`src/rtl/fifo_wr_arbiter_pkg.sv`:
```
// Shared types and defaults for the FIFO write-port arbiter.
// Contents: FSM state enum, default parameter constants, one-hot helper.
package fifo_arb_pkg;

   localparam int unsigned N_DEF         = 4;
   localparam int unsigned DATA_DEF      = 8;
   localparam int unsigned MAX_BURST_DEF = 4;
   localparam int unsigned MAX_N         = 32;

   typedef enum logic [1:0] {
      IDLE = 2'd0,
      XFER = 2'd1,
      GAP  = 2'd2
   } state_e;

   // One-hot vector with bit idx set; callers cast down to their own width.
   function automatic logic [MAX_N-1:0] onehot(input int unsigned idx);
      onehot = MAX_N'(1) << idx;
   endfunction

endpackage

```
`src/rtl/fifo_wr_arbiter_if.sv`:
```
// Requester/FIFO-side bundle of the write-port arbiter.
// master: arbiter view (drives ack, grant, w_en, wdata, busy).
// slave : environment view (drives req, wdata_in, full).
interface fifo_wr_arbiter_if
   import fifo_arb_pkg::*;
#(
   parameter int unsigned N    = N_DEF,
   parameter int unsigned DATA = DATA_DEF
) ();

   logic [N-1:0]      req;
   logic [N*DATA-1:0] wdata_in;
   logic              full;
   logic [N-1:0]      ack;
   logic [N-1:0]      grant;
   logic              w_en;
   logic [DATA-1:0]   wdata;
   logic              busy;

   modport master (
      input  req, wdata_in, full,
      output ack, grant, w_en, wdata, busy
   );

   modport slave (
      output req, wdata_in, full,
      input  ack, grant, w_en, wdata, busy
   );

endinterface

```
`src/rtl/fifo_wr_arbiter_rr_pick.sv`:
```
// Combinational round-robin picker: first set request at or after ptr.
// Ports: req (request vector), ptr (start index), idx (winner), valid (any request).
module rr_pick
   import fifo_arb_pkg::*;
#(
   parameter int unsigned N = N_DEF
) (
   input  logic [N-1:0]         req,
   input  logic [$clog2(N)-1:0] ptr,
   output logic [$clog2(N)-1:0] idx,
   output logic                 valid
);

   localparam int unsigned IW = $clog2(N);

   int unsigned      pos;
   logic [IW-1:0]    pos_w;

   // Scan offsets farthest-first so the nearest set request overwrites last.
   always_comb begin
      idx   = '0;
      valid = |req;
      pos   = 0;
      pos_w = '0;
      for (int unsigned k = 0; k < N; k++) begin
         pos = 32'(ptr) + (N - 1 - k);
         if (pos >= N) pos = pos - N;
         pos_w = IW'(pos);
         if (req[pos_w]) idx = pos_w;
      end
   end

endmodule

```
`src/rtl/fifo_wr_arbiter.sv`:
```
// Shares the async-FIFO write port among N wclk-domain requesters.
// Round-robin grants, up to MAX_BURST words per grant, one idle GAP cycle after
// every write so the FIFO's registered full flag is current before the next one.
// Ports: wclk (clock), wrst (sync active-low reset), bus (master modport:
//   req/wdata_in/full in; ack/w_en/wdata combinational, grant registered, busy).
// Build option: FIFO_ARB_PRIO0_EN gives requester 0 strict priority in IDLE.
module fifo_wr_arbiter
   import fifo_arb_pkg::*;
#(
   parameter int unsigned N         = N_DEF,
   parameter int unsigned DATA      = DATA_DEF,
   parameter int unsigned MAX_BURST = MAX_BURST_DEF
) (
   input  logic               wclk,
   input  logic               wrst,
   fifo_wr_arbiter_if.master  bus
);

   localparam int unsigned IW = $clog2(N);
   localparam int unsigned CW = $clog2(MAX_BURST + 1);

   state_e          state_q, state_d;
   logic [IW-1:0]   owner_q, owner_d;
   logic [IW-1:0]   ptr_q,   ptr_d;
   logic [CW-1:0]   cnt_q,   cnt_d;
   logic [N-1:0]    grant_q, grant_d;

   logic [IW-1:0]   rr_idx;
   logic [IW-1:0]   pick_idx;
   logic            pick_valid;
   logic [IW-1:0]   rel_ptr;
   logic            owner_req;
   logic            wr_c;
   logic            rel;
   logic            wr_ok;

   rr_pick #(.N(N)) u_rr_pick (
      .req   (bus.req),
      .ptr   (ptr_q),
      .idx   (rr_idx),
      .valid (pick_valid)
   );

`ifdef FIFO_ARB_PRIO0_EN
   assign pick_idx = bus.req[0] ? '0 : rr_idx;
`else
   assign pick_idx = rr_idx;
`endif

   assign owner_req = bus.req[owner_q];

   // Pointer after release: next index after owner, wrapping at N.
   always_comb begin
      rel_ptr = (owner_q == IW'(N - 1)) ? '0 : owner_q + IW'(1);
`ifdef FIFO_ARB_PRIO0_EN
      // Index 0 is served by priority, so round-robin resumes at 1.
      if (rel_ptr == '0 && owner_q != '0) rel_ptr = IW'(1);
`endif
   end

   // State register.
   always_ff @(posedge wclk) begin
      if (!wrst) begin
         state_q <= IDLE;
         owner_q <= '0;
         ptr_q   <= '0;
         cnt_q   <= '0;
         grant_q <= '0;
      end else begin
         state_q <= state_d;
         owner_q <= owner_d;
         ptr_q   <= ptr_d;
         cnt_q   <= cnt_d;
         grant_q <= grant_d;
      end
   end

   // Next-state and write decision.
   always_comb begin
      state_d = state_q;
      owner_d = owner_q;
      ptr_d   = ptr_q;
      cnt_d   = cnt_q;
      grant_d = grant_q;
      wr_c    = 1'b0;
      rel     = 1'b0;
      case (state_q)
         IDLE: begin
            if (pick_valid && !bus.full) begin
               state_d = XFER;
               owner_d = pick_idx;
               grant_d = N'(onehot(32'(pick_idx)));
            end
         end
         XFER: begin
            if (!owner_req) begin
               rel = 1'b1;
            end else if (!bus.full) begin
               wr_c    = 1'b1;
               cnt_d   = cnt_q + CW'(1);
               state_d = GAP;
            end
         end
         GAP: begin
            if (cnt_q == CW'(MAX_BURST) || !owner_req) rel = 1'b1;
            else                                       state_d = XFER;
         end
         default: state_d = IDLE;
      endcase
      if (rel) begin
         state_d = IDLE;
         grant_d = '0;
         cnt_d   = '0;
         ptr_d   = rel_ptr;
      end
   end

   // Reset masks the combinational write so an in-flight word is dropped whole.
   assign wr_ok    = wr_c & wrst;
   assign bus.w_en = wr_ok;
   assign bus.ack  = wr_ok ? grant_q : '0;
   assign bus.grant = grant_q;
   assign bus.busy  = (state_q != IDLE);

   // Owner data mux; zero with no owner or during reset.
   always_comb begin
      bus.wdata = '0;
      if (wrst && |grant_q) begin
         for (int unsigned i = 0; i < N; i++) begin
            if (owner_q == IW'(i)) bus.wdata = bus.wdata_in[i*DATA +: DATA];
         end
      end
   end

endmodule
```
`src/flat_wrapper.sv`:
```
// flat-port wrapper written by rule: the top's interface ports become plain ports
module fifo_wr_arbiter_flat import fifo_arb_pkg::*;
#(
   parameter int unsigned N         = N_DEF,
   parameter int unsigned DATA      = DATA_DEF,
   parameter int unsigned MAX_BURST = MAX_BURST_DEF
)
  (wclk, wrst, bus_req, bus_wdata_in, bus_full, bus_ack, bus_grant, bus_w_en, bus_wdata, bus_busy);
  fifo_wr_arbiter_if #(.N(N), .DATA(DATA)) bus_i ();
  input  logic wclk;
  input  logic wrst;
  input wire logic [$bits(bus_i.req)-1:0] bus_req;
  input wire logic [$bits(bus_i.wdata_in)-1:0] bus_wdata_in;
  input wire logic [$bits(bus_i.full)-1:0] bus_full;
  output wire logic [$bits(bus_i.ack)-1:0] bus_ack;
  output wire logic [$bits(bus_i.grant)-1:0] bus_grant;
  output wire logic [$bits(bus_i.w_en)-1:0] bus_w_en;
  output wire logic [$bits(bus_i.wdata)-1:0] bus_wdata;
  output wire logic [$bits(bus_i.busy)-1:0] bus_busy;
  assign bus_i.req = bus_req;
  assign bus_i.wdata_in = bus_wdata_in;
  assign bus_i.full = bus_full;
  assign bus_ack = bus_i.ack;
  assign bus_grant = bus_i.grant;
  assign bus_w_en = bus_i.w_en;
  assign bus_wdata = bus_i.wdata;
  assign bus_busy = bus_i.busy;
  fifo_wr_arbiter #(.N(N), .DATA(DATA), .MAX_BURST(MAX_BURST)) u_core (.wclk(wclk), .wrst(wrst), .bus(bus_i));
endmodule
```
`config.mk`:
```
export PLATFORM = sky130hd
export DESIGN_NAME = fifo_wr_arbiter_flat
export DESIGN_NICKNAME = d
export VERILOG_FILES = /design/src/rtl/fifo_wr_arbiter_pkg.sv /design/src/rtl/fifo_wr_arbiter_if.sv /design/src/rtl/fifo_wr_arbiter_rr_pick.sv /design/src/rtl/fifo_wr_arbiter.sv /design/src/flat_wrapper.sv
export SDC_FILE = /design/constraint.sdc
export NUM_CORES = 1
export LEC_CHECK = 0
export CAP_MARGIN = 10
export CORE_MARGIN = 1
export CORE_UTILIZATION = 44
export DETAILED_ROUTE_END_ITERATION = 6
export PLACE_DENSITY = 0.91
export SYNTH_ARGS = -nofsm -noshare
export SYNTH_HDL_FRONTEND = slang
export SYNTH_SLANG_ARGS = --single-unit
```
`constraint.sdc`:
```
create_clock -name wclk -period 4.8 [get_ports wclk]
set_clock_uncertainty 0.05 [all_clocks]
set_input_delay 0.96 -clock wclk [delete_from_list [all_inputs] [get_ports wclk]]
set_output_delay 0.96 -clock wclk [all_outputs]
set_load 0.02 [all_outputs]
```
==> summary.md <==
| Metric | Value |
|---|---|
| Synthesized cell area | about 1200 um2 |
| # setup viols final | 0 |
| Mapped Cells | 160 |
| Hpwl dp | between 2000 and 3000 um |
| DRC | 0 |
| Critical path arrival | slightly above 3 ns |
| Number of port buffers | 56 |
| Die height | 54.8 um |
| Clk Latency, worst-skew pair | 0.28 ns |
| Top cell by count, worst path | clkdlybuf4s50_1 |
| EDFF count, synth | 0 |
| Max Cap Viol | 0 |
| WP data required | about 3.8 ns |
| Slew HR | 0.562 |
| CTS-repair resized insts | 0 |
| Top delay family on crit path | buffers and inverters |
| Worst slew pin tran | about 0.66 ns |
| Pleak | between 0.7 and 0.8 nW |
| DIE WIDTH | between 50 and 60 um |
| Crit. End Element | output pin |
| Critical path cell sequence | clkdlybuf4s50_1 > mux4_1 > and3b_1 > and3_1 > clkdlybuf4s50_1 |
| Clk buf depth | 2 |
| Min Tclk post-route | 4.10 ns |
| GRT Overall Usage | 0.256 |
| Syn_nets | between 200 and 250 |
| Outcome | completed |
| Root buf cell | clkbuf_4 |
| Final std cells w/o fill | approximately 250 |
| Class of the worst hold path | reg2reg |
| Synth async-reset ratio | 0 |
| Area of the core | approximately 2500 um2 |
| Setup crit start kind | input port |
| RSZ-0062 raised after global routing | false |
| Post-Place Cells | 243 |
| Initial antenna violation count | 0 |
| CP Buf/Inv Count | 2 |
| Final GP Congestion | just over 0.7 |
| Routed wire per std cell | 14.6 um |
| Gr ovfl total | 0 |
| Tcrit/Tclk final | 0.854 |
| DR vias | roughly 1400 |
| Area Growth Syn to Fin | 50.5% |
| Die Area | 3000 um2 |
| Peak VDD IR | 0.266 mV |
| Layout cell share with drive strength beyond 1 | 0.0507 |
| Final Slew Violations | 0 |
| CP Class | in2out |
| Fin. Hold Viols | 0 |
| Vias in the first global route | ~1300 |
| CTS buffer count | 3 |
| Pwr/cell area | about 290 nW/um2 |
| Avg Cell Area, Syn | 7.67 um2 |
| # rows | 18 |
| Global-route wire length before repair | approximately 5500 um |
| DRT Pass-1 Iters | 4 |
| Post-route ant nets | 0 |
| Critical-path top delay cell | mux4_1 |
| Via/cell ratio | around 5.6 |
| Register area share after synthesis | 0.212 |
| Final WL | 3600 um |
| Post-layout utilization of the core | 0.726 |
| Final net count | ~270 |
| Cts hold-fix bufs | 0 |
| CTS H-tree lvls | 1 |
| ANT cells | 0 |
| Iter 0 DRT Violations | 35 |
| Setup Buffers After CTS | 0 |
| Power after layout | 529 uW |
| I/O pins | 57 |
| Initial Util | 0.482 |
| Largest net degree at the start of global routing | 18 |
| Slowest stage delay, CP | between 0.5 and 0.6 ns |
| Top FF cell, synth | dfxtp_1 |
| Seq cells post-synth | 13 |
| Netlist cell types | 38 |
| Commonest cells after routing, fill and taps aside | clkdlybuf4s50_1, nor2_1, a21oi_1, nand2_1, dfxtp_1 |
| Max Freq | approximately 240 MHz |
| CTS tree | built |
| Total Neg Setup Slack | 0 ns |
| Max Fanout on Critical Path | 8 |
| TritonCTS Sinks | 13 |
| Clk slew on worst S/H paths | roughly 0.08 ns |
| Commonest non-fill, non-tap cell in the layout | clkdlybuf4s50_1 |
| Yosys warning count | 0 |
## state kept, by name, indices dropped and copies added, names as in the netlist
signal	count
u_core.state_q	2
u_core.bus.grant	4
u_core.cnt_q	3
u_core.owner_q	2
u_core.ptr_q	2
## through the flow
| stage | setup WS (ns) | hold WS [ns] | area, um2 |
|---|---|---|---|
| after global routing | 0.614 | 0.471 | 1850 |
| final | 0.699 | 0.447 | 1850 |
| after global placement | 0.766 | 0.425 | 1820 |
| after detailed placement | 0.716 | 0.425 | 1820 |
| after floorplan | 1.81 | 0.427 | 1230 |
| after CTS | 0.703 | 0.444 | 1850 |
## worst min-delay path: cells and delay by family (launching register included)
family             cells  cell delay, ns
AOI/OAI and AO/OA      1            0.05
and+or+nand+nor        1            0.06
DFF                    1            0.34
## synthesized netlist by cell type, types with 4 or more instances
| master | n | area [um2] |
|---|---|---|
| dfxtp_1 | 13 | 260 |
| ha_1 | 11 | 138 |
| a21oi_1 | 16 | 80.1 |
| nand2_1 | 16 | 60.1 |
| nor2_1 | 19 | 71.3 |
| and3b_1 | 7 | 61.3 |
| mux2i_1 | 9 | 90.1 |
| and3_1 | 6 | 37.5 |
| clkbuf_1 | 4 | 15.0 |
| o21ai_0 | 10 | 50.1 |
| inv_1 | 11 | 41.3 |
| nor2b_1 | 5 | 31.3 |
## cells by family after synthesis
| group | share of synthesized area |
|---|---|
| buffers and inverters | 0.0499 |
| adders and majority gates | 0.112 |
| and+or+nand+nor | 0.292 |
| xor gates and xnor gates | 0.0143 |
| AOI/OAI and AO/OA | 0.225 |
| DFF | 0.212 |
| muxes | 0.0948 |
## per-layer routing
layer | share of wire | vias to the layer above | global-route usage
met5 | 0 | - | 0
met4 | 0.012 | 0 | 0.0897
met3 | 0.054 | 8 | 0.0417
met2 | 0.48 | 44 | 0.444
met1 | 0.45 | 643 | 0.315
li1 | - | 682 | -
## power breakdown
part / switching [mW] / leakage (nW) / internal (mW) / total (mW)
clock: 0.0353 / 0.0150 / 0.0323 / 0.0675
sequential: 0.0197 / 0.106 / 0.123 / 0.143
combinational: 0.169 / 0.601 / 0.149 / 0.318
## path summary, 6_finish.rpt
path,from,to,slack [ns],cells past startpoint
min reg2reg,u_core.bus.grant[0],u_core.bus.grant[0],0.45,2
max reg2reg,u_core.state_q[0],u_core.ptr_q[0],2.70,7
min,u_core.bus.grant[0],u_core.bus.grant[0],0.45,2
max,bus_req[1],bus_ack[1],0.70,5
## final cells by class
cell class | instances | area [um2]
sequential | 13 | 260
timing repair buffer | 58 | 576
tap | 30 | 37.5
fill | 193 | 698
clock buffer | 4 | 26.3
multi-input combinational | 131 | 906
inverter | 11 | 41.3
No activity file was read; power rests on OpenSTA's default activity.
